===== config.mk =====
export PLATFORM = sky130hd
export DESIGN_NAME = mul2_vec_fitness_scorer
export DESIGN_NICKNAME = d
export VERILOG_FILES = /design/src/rtl/mul2_vec_fitness_scorer.sv
export SDC_FILE = /design/constraint.sdc
export NUM_CORES = 1
export LEC_CHECK = 0
export ABC_CLOCK_PERIOD_IN_PS = 14900
export BUFFER_PORTS_ARGS = -buffer_cell sky130_fd_sc_hd__buf_4
export CAP_MARGIN = 20
export CORE_MARGIN = 4
export CORE_UTILIZATION = 50
export CTS_CLUSTER_DIAMETER = 30
export CTS_CLUSTER_SIZE = 14
export DETAILED_ROUTE_END_ITERATION = 8
export PLACE_DENSITY_LB_ADDON = 0.12
export SKIP_CTS_REPAIR_TIMING = 1
export SLEW_MARGIN = 20
export SYNTH_ARGS = -nofsm -noshare
export SYNTH_HDL_FRONTEND = slang
export SYNTH_SLANG_ARGS = --single-unit

===== constraint.sdc =====
create_clock -name clk -period 14.9 [get_ports clk]
set_clock_uncertainty 0.05 [all_clocks]
set_input_delay 2.98 -clock clk [delete_from_list [all_inputs] [get_ports clk]]
set_output_delay 2.98 -clock clk [all_outputs]
set_load 0.05 [all_outputs]

===== src/rtl/mul2_vec_fitness_scorer.sv =====
// Fitness scorer for an evolved bit-sliced 2x2-bit multiplier.
// Each beat carries WIDTH lanes of operands and the candidate's product bits.
// Matching product bits are counted against the golden product and summed
// over NUM_BATCHES beats. The total is then offered downstream as a score
// with a perfect flag, through a valid/ready handshake.
module mul2_vec_fitness_scorer #(
  parameter int WIDTH       = 16,
  parameter int NUM_BATCHES = 4,
  parameter int SCORE_W     = $clog2(4*WIDTH*NUM_BATCHES+1)
) (
  input  logic               clk,
  input  logic               rst_n,
  input  logic               clear,
  input  logic               in_valid,
  output logic               in_ready,
  input  logic [WIDTH-1:0]   a1,
  input  logic [WIDTH-1:0]   a0,
  input  logic [WIDTH-1:0]   b1,
  input  logic [WIDTH-1:0]   b0,
  input  logic [WIDTH-1:0]   y3,
  input  logic [WIDTH-1:0]   y2,
  input  logic [WIDTH-1:0]   y1,
  input  logic [WIDTH-1:0]   y0,
  output logic [SCORE_W-1:0] score,
  output logic               perfect,
  output logic               score_valid,
  input  logic               score_ready
);

  localparam int MASK_W    = 4*WIDTH;
  localparam int POP_W     = $clog2(MASK_W+1);
  localparam int BEAT_W    = $clog2(NUM_BATCHES+1);
  localparam int MAX_SCORE = 4*WIDTH*NUM_BATCHES;

  typedef enum logic [1:0] {
    ACCUM  = 2'd0,
    DRAIN  = 2'd1,
    REPORT = 2'd2
  } state_t;

  state_t              state_q, state_d;
  logic [BEAT_W-1:0]   beats_q;
  logic [SCORE_W-1:0]  acc_q;
  logic [MASK_W-1:0]   s1_mask_q;
  logic                s1_valid_q;
  logic                s2_valid_q;
  logic [SCORE_W-1:0]  score_q;
  logic                perfect_q;

  logic [WIDTH-1:0]    e3, e2, e1, e0;
  logic [MASK_W-1:0]   mask_d;
  logic [POP_W-1:0]    pop;
  logic                accept;
  logic                last_accept;
  logic                pipe_empty;
  logic                handshake;

  assign accept      = in_valid && in_ready;
  assign last_accept = accept && (beats_q == BEAT_W'(NUM_BATCHES-1));
  assign pipe_empty  = !s1_valid_q && !s2_valid_q;
  assign handshake   = (state_q == REPORT) && score_ready;

  assign in_ready    = (state_q == ACCUM) && (beats_q < BEAT_W'(NUM_BATCHES));
  assign score_valid = (state_q == REPORT);
  assign score       = score_q;
  assign perfect     = perfect_q;

  // Golden 2x2 product per lane and the per-bit agreement mask.
  always_comb begin
    e0     = a0 & b0;
    e1     = (a1 & b0) ^ (a0 & b1);
    e2     = a1 & b1 & ~(a0 & b0);
    e3     = a1 & a0 & b1 & b0;
    mask_d = {~(y3 ^ e3), ~(y2 ^ e2), ~(y1 ^ e1), ~(y0 ^ e0)};
  end

  // Count of matching bits in the registered stage-1 mask.
  always_comb begin
    pop = '0;
    for (int unsigned i = 0; i < MASK_W; i++) begin
      pop = pop + POP_W'(s1_mask_q[i]);
    end
  end

  // Next-state logic; clear overrides every transition.
  always_comb begin
    state_d = state_q;
    unique case (state_q)
      ACCUM:   if (last_accept) state_d = DRAIN;
      DRAIN:   if (pipe_empty)  state_d = REPORT;
      REPORT:  if (score_ready) state_d = ACCUM;
      default: state_d = ACCUM;
    endcase
    if (clear) state_d = ACCUM;
  end

  // State register.
  always_ff @(posedge clk or negedge rst_n) begin
    if (!rst_n) state_q <= ACCUM;
    else        state_q <= state_d;
  end

  // Beat counter: counts accepts within one evaluation.
  always_ff @(posedge clk or negedge rst_n) begin
    if (!rst_n)                beats_q <= '0;
    else if (clear)            beats_q <= '0;
    else if (handshake)        beats_q <= '0;
    else if (accept)           beats_q <= beats_q + 1'b1;
  end

  // Stage 1: capture the match mask of an accepted beat.
  always_ff @(posedge clk or negedge rst_n) begin
    if (!rst_n) begin
      s1_valid_q <= 1'b0;
      s1_mask_q  <= '0;
    end else begin
      s1_valid_q <= accept && !clear;
      if (accept) s1_mask_q <= mask_d;
    end
  end

  // Stage 2: accumulate the popcount; s2_valid marks the beat as completed.
  always_ff @(posedge clk or negedge rst_n) begin
    if (!rst_n) begin
      s2_valid_q <= 1'b0;
      acc_q      <= '0;
    end else if (clear) begin
      s2_valid_q <= 1'b0;
      acc_q      <= '0;
    end else begin
      s2_valid_q <= s1_valid_q;
      if (handshake)       acc_q <= '0;
      else if (s1_valid_q) acc_q <= acc_q + SCORE_W'(pop);
    end
  end

  // Result registers: loaded when DRAIN hands over to REPORT, held otherwise.
  always_ff @(posedge clk or negedge rst_n) begin
    if (!rst_n) begin
      score_q   <= '0;
      perfect_q <= 1'b0;
    end else if (clear) begin
      score_q   <= '0;
      perfect_q <= 1'b0;
    end else if (state_q == DRAIN && pipe_empty) begin
      score_q   <= acc_q;
      perfect_q <= (acc_q == SCORE_W'(MAX_SCORE));
    end
  end

endmodule


## After elaboration in Yosys (flattened, before gate mapping)

Cells that the tools add are included.

- Register bits after elaboration: 90
- Output and inout bits: 12

- Add/sub/neg operators: 65
- Magnitude comparators: 1
- Equality and inequality tests: 7
- Mux-type cells: 16
- Bitwise gates (word level): 18
- Reduce and logical (&&, ||, !) cells: 15

Operators with widths:

| kind | number |
|---|---|
| 7-bit by 1-bit adder with 7-bit output | 57 |
| 16-bit bitwise AND | 8 |
| 16-bit inverter | 5 |
| 16-bit bitwise XOR | 5 |
| 9-bit 2-to-1 mux | 5 |
| 9-bit by 7-bit adder with 9-bit output | 1 |
| 9-bit == test, second input constant | 1 |
| 3-bit 2-to-1 mux | 3 |
| 2-bit 2-to-1 mux | 4 |
| 6-bit by 1-bit adder with 7-bit output | 1 |
| 1-bit logical AND | 7 |
| 5-bit by 1-bit adder with 6-bit output | 1 |
| 3-bit inequality test, second input constant | 2 |
| 2-bit case mux with 3 select lines | 1 |
| 3-bit nonzero test | 2 |
| 4-bit by 1-bit adder with 5-bit output | 1 |
| 3-bit by 1-bit adder with 4-bit output | 1 |
| 2-bit by 1-bit adder with 3-bit output | 1 |
| 3-bit by 1-bit adder with 3-bit output, second input constant | 1 |
| 3-bit by 2-bit == test with 1-bit output, second input constant | 1 |
| 1-bit zero test | 3 |
| 3-bit less-than comparator, second input constant | 1 |
| 1-bit 2-to-1 mux | 3 |
| 3-bit by 2-bit inequality test with 1-bit output, second input constant | 1 |
| other kinds (6) | 6 |

## Longest topological paths before layout

- Depth after elaboration: 67
- Depth in mapped cells: 20
- Depth with buffers taken out: 20

## Worst setup path after synthesis

OpenSTA, ideal clock, no wires.

- Kind: register -> register
- Start: register s1_mask_q[16]
- End: register acc_q[8]
- Setup time: 125 ps
- Arrival time: 6073 ps
- Data required time: 14725 ps
- Setup slack: 8652 ps
- Stages on the path, launching flop included: 19
- Buffers on the path: 0
- Clock period less this slack: 6248 ps
- Cells stage by stage: dfrtp_1 fa_1 inv_1 fa_1 inv_1 fa_1 inv_1 fa_1 fa_1 fa_1 fa_1 fa_1 fa_1 fa_1 nand2b_1 a211oi_1 o21ai_0 and3_1 mux2_4

- Cells in the longest elaborated chain, start to end: 52

RTL lines:

| item | line | text |
|---|---|---|
| start: declaration | 44 | `logic [MASK_W-1:0] s1_mask_q;` |
| start signal: assignment | 118 | `if (accept) s1_mask_q <= mask_d;` |
| 7-bit by 1-bit adder with 7-bit output (48 in series) | 81 | `pop = pop + POP_W'(s1_mask_q[i]);` |
| 9-bit by 7-bit adder with 9-bit output | 133 | `else if (s1_valid_q) acc_q <= acc_q + SCORE_W'(pop);` |
| 9-bit 2-to-1 mux | 133 |  |
| 9-bit 2-to-1 mux | 132 | `if (handshake) acc_q <= '0;` |
| 9-bit 2-to-1 mux | 127 | `end else if (clear) begin` |
| end signal: assignment | 133 |  |
| end: declaration | 43 | `logic [SCORE_W-1:0] acc_q;` |

No other way between the ends. The select of a mux whose other input is x is not followed.
A chain may end at the register's enable or synchronous reset.

## Worst setup path after layout

Same ends and word-level chain as after synthesis.

==> results.yml <==
run_status:
  status: "finished, final reports clean"
routing:
  ant_nets: 0
  first_pass_iters: 4
  drc: 0
  avgViaCountPerCell: 5.02
  drtIter0Drc: 205
  routed_wl_microns: 14400
  num_vias: 4930
  wire_per_inst_microns: 14.7
sta:
  slew_viol_final: 0
  setup_viol: 0
  worst_pin_slew_ps: 799
  finalHoldViolations: 0
  post-route-min-period_ps: 6450
  tns_ps: 0
  finalCritPeriodShare: 0.433
  rsz0062_at_grt: "false"
  relSlewSlack: 0.467
  max_freq_mhz: 155
yosys:
  synth-main-ff-cell: "dfrtp_1"
  synth_top_area_frac: 0.352
  synth_compound_area_frac: 0.0900
  ys_seq_area_frac: 0.352
  post-synth-top-count-cell: "nand2_1"
  synth_edf_count: 0
  synthTopCellsByCount: "nand2_1, inv_1, dfrtp_1, xnor2_1, o21ai_0"
  syn_inst: 668
  synth_area_leaders: "dfrtp_1, fa_1, xnor2_1"
  synth_mux_area_frac: 0.00547
  ys_types: 39
  synth_top_area_cell: "dfrtp_1"
  synthSimpleGateAreaFrac: 0.137
  synth.avg_cell_area_sq_um: 9.59
  synthAdderAreaFrac: 0.230
  syn-cell-area_sq_um: 6410
  yosys_warnings: 0
  syn_nets: 885
  synth_xor_area_frac: 0.113
  synth_top_family_by_area: "adder cells"
  async_flop_share: 1.00
  synth_seq_cells: 90
grt:
  grt_start_max_net_pins: 93
  grt_use_total: 0.205
  grt_overflow: 0
  antenna_found_initial: 0
  grt_pass1_wl_microns: 23700
  grt_pass1_vias: 5214
final_layout:
  final_layout_size_suffix_gt1_frac: 0.206
  antenna_cells: 0
  finalNetCount: 1023
  syn2layout_area_growth_pct: 23.5
  fillCellCount: 1049
place:
  dp_hpwl_microns: 12000
  port_buffers: 144
  routabilityCongestion: 0.809
floorplan:
  die_area_sq_um: 14700
  io-pin-count: 145
  core-area_sq_um: 12600
  die_height_microns: 121
  initial_core_util: 0.510
  row_count: 41
  fp.dieW_microns: 121
clocking:
  cts.sink_count: 90
  cts_buffer_depth: 2
  path_clk_slew_ps: 60
  clk_latency_ps: 340
  cts_max_level: 3
  cts_tree: "done"
  clockRootBuffer: "clkbuf_16"
  numCtsBuffers: 9
flow_run:
  drv_cap: 0
worst_setup_path:
  cpPeakStageDelay_ps: 540
  path_class: "reg2reg"
  setup.worst_path.start_class: "flip-flop"
  critPathArrivalTime_ps: 6620
  slowest_stage: "fa_1"
  critPathCaptureType: "flip-flop"
  critical_path.most_common_cell: "fa_1"
  path_cells: "fa_1, inv_1, fa_1, inv_1, fa_1, inv_1, fa_1, fa_1, fa_1, fa_1, fa_1, fa_1, fa_1, nand2b_1, a211oi_1, o21ai_0, and3_1, mux2_4"
  worstPathRequired_ps: 15070
  critPathMaxFanout: 2
hold_path:
  min_path_type: "reg2reg"
[worst max-delay path: cells and delay by family (launching register included)]
family | cells | cell delay (ps)
fa+ha+maj | 10 | 4700
flops | 1 | 400
simple gates | 2 | 370
compound gates | 2 | 350
mux | 1 | 290
buf+inv | 3 | 150
[through the flow]
stage / setup WS, ps / hold WS [ps] / util / instances / instance area, sq um
2_1_floorplan: 8650 / 399 / - / 668 / 6410
3_3_place_gp: 8540 / 414 / 0.605 / 967 / 7600
3_5_place_dp: 8450 / 416 / 0.605 / 967 / 7600
4_1_cts: 8440 / 431 / 0.629 / 983 / 7910
5_1_grt: 8250 / 446 / 0.629 / 983 / 7910
6_report: 8450 / 425 / 0.629 / 983 / 7910
[routing by layer]
layer,global-route usage,wire [microns]
met5,0,0
met3,0.0322,529
met1,0.246,5940
met2,0.377,7720
met4,0.0672,243
[layout make-up]
class / count / area, sq um / area share
Multi-Input combinational cell: 467 / 3700 / 0.467
Timing Repair Buffer: 145 / 1090 / 0.138
Tap cell: 172 / 215 / 0.0272
Clock buffer: 11 / 253 / 0.0319
Clock inverter: 5 / 52.6 / 0.00664
Inverter: 93 / 349 / 0.0441
Sequential cell: 90 / 2250 / 0.285
[cells in the final DEF, fill, tap and decap left out, types with 2 or more instances in the layout]
| cell type | n |
|---|---|
| buf_4 | 144 |
| nand2_1 | 119 |
| inv_1 | 93 |
| dfrtp_1 | 90 |
| xnor2_1 | 81 |
| o21ai_0 | 73 |
| fa_1 | 56 |
| ha_1 | 28 |
| nand3_1 | 23 |
| nand4_1 | 18 |
| nor2_1 | 11 |
| a22o_1 | 9 |
| clkbuf_16 | 9 |
| a21oi_1 | 7 |
| a211oi_1 | 5 |
| or3_1 | 4 |
| nand3b_1 | 3 |
| nand2b_1 | 3 |
| clkinv_2 | 3 |
| nor2b_1 | 2 |
| nor3b_1 | 2 |
| a21oi_2 | 2 |
| xor2_1 | 2 |
| mux2i_1 | 2 |
| nor4_1 | 2 |
| clkbuf_8 | 2 |
[registers in the layout, indices dropped and copies added (netlist names)]
register / cells
acc_q: 9
s1_valid_q: 1
perfect: 1
score: 9
s2_valid_q: 1
state_q: 2
s1_mask_q: 64
beats_q: 3
[cell families after synthesis]
| group | after synthesis |
|---|---|
| AND/OR/NAND/NOR | 195 |
| buffers and inverters | 111 |
| AO/OA/AOI/OAI | 102 |
| flip-flops | 90 |
| adder cells (fa/ha/maj) | 84 |
| XOR/XNOR | 83 |
| multiplexers | 3 |
[worst paths after layout]
path / depth (start not counted) / slack [ps] / endpoint / startpoint
setup / recovery: 18 / 8450 / acc_q[8]$_DFFE_PN0P_ / s1_mask_q[16]$_DFFE_PN0P_
hold / removal: 2 / 430 / perfect$_DFFE_PN0P_ / perfect$_DFFE_PN0P_
setup reg to reg: 18 / 8450 / acc_q[8]$_DFFE_PN0P_ / s1_mask_q[16]$_DFFE_PN0P_
hold reg to reg: 2 / 430 / perfect$_DFFE_PN0P_ / perfect$_DFFE_PN0P_
max in group asynchronous: 1 / 11600 / s1_mask_q[49]$_DFFE_PN0P_ / rst_n
min in group asynchronous: 1 / 2660 / score[7]$_DFFE_PN0P_ / rst_n
Power is not shown: default switching activity piles up to over one toggle a cycle in this logic, so the estimate is an artifact.
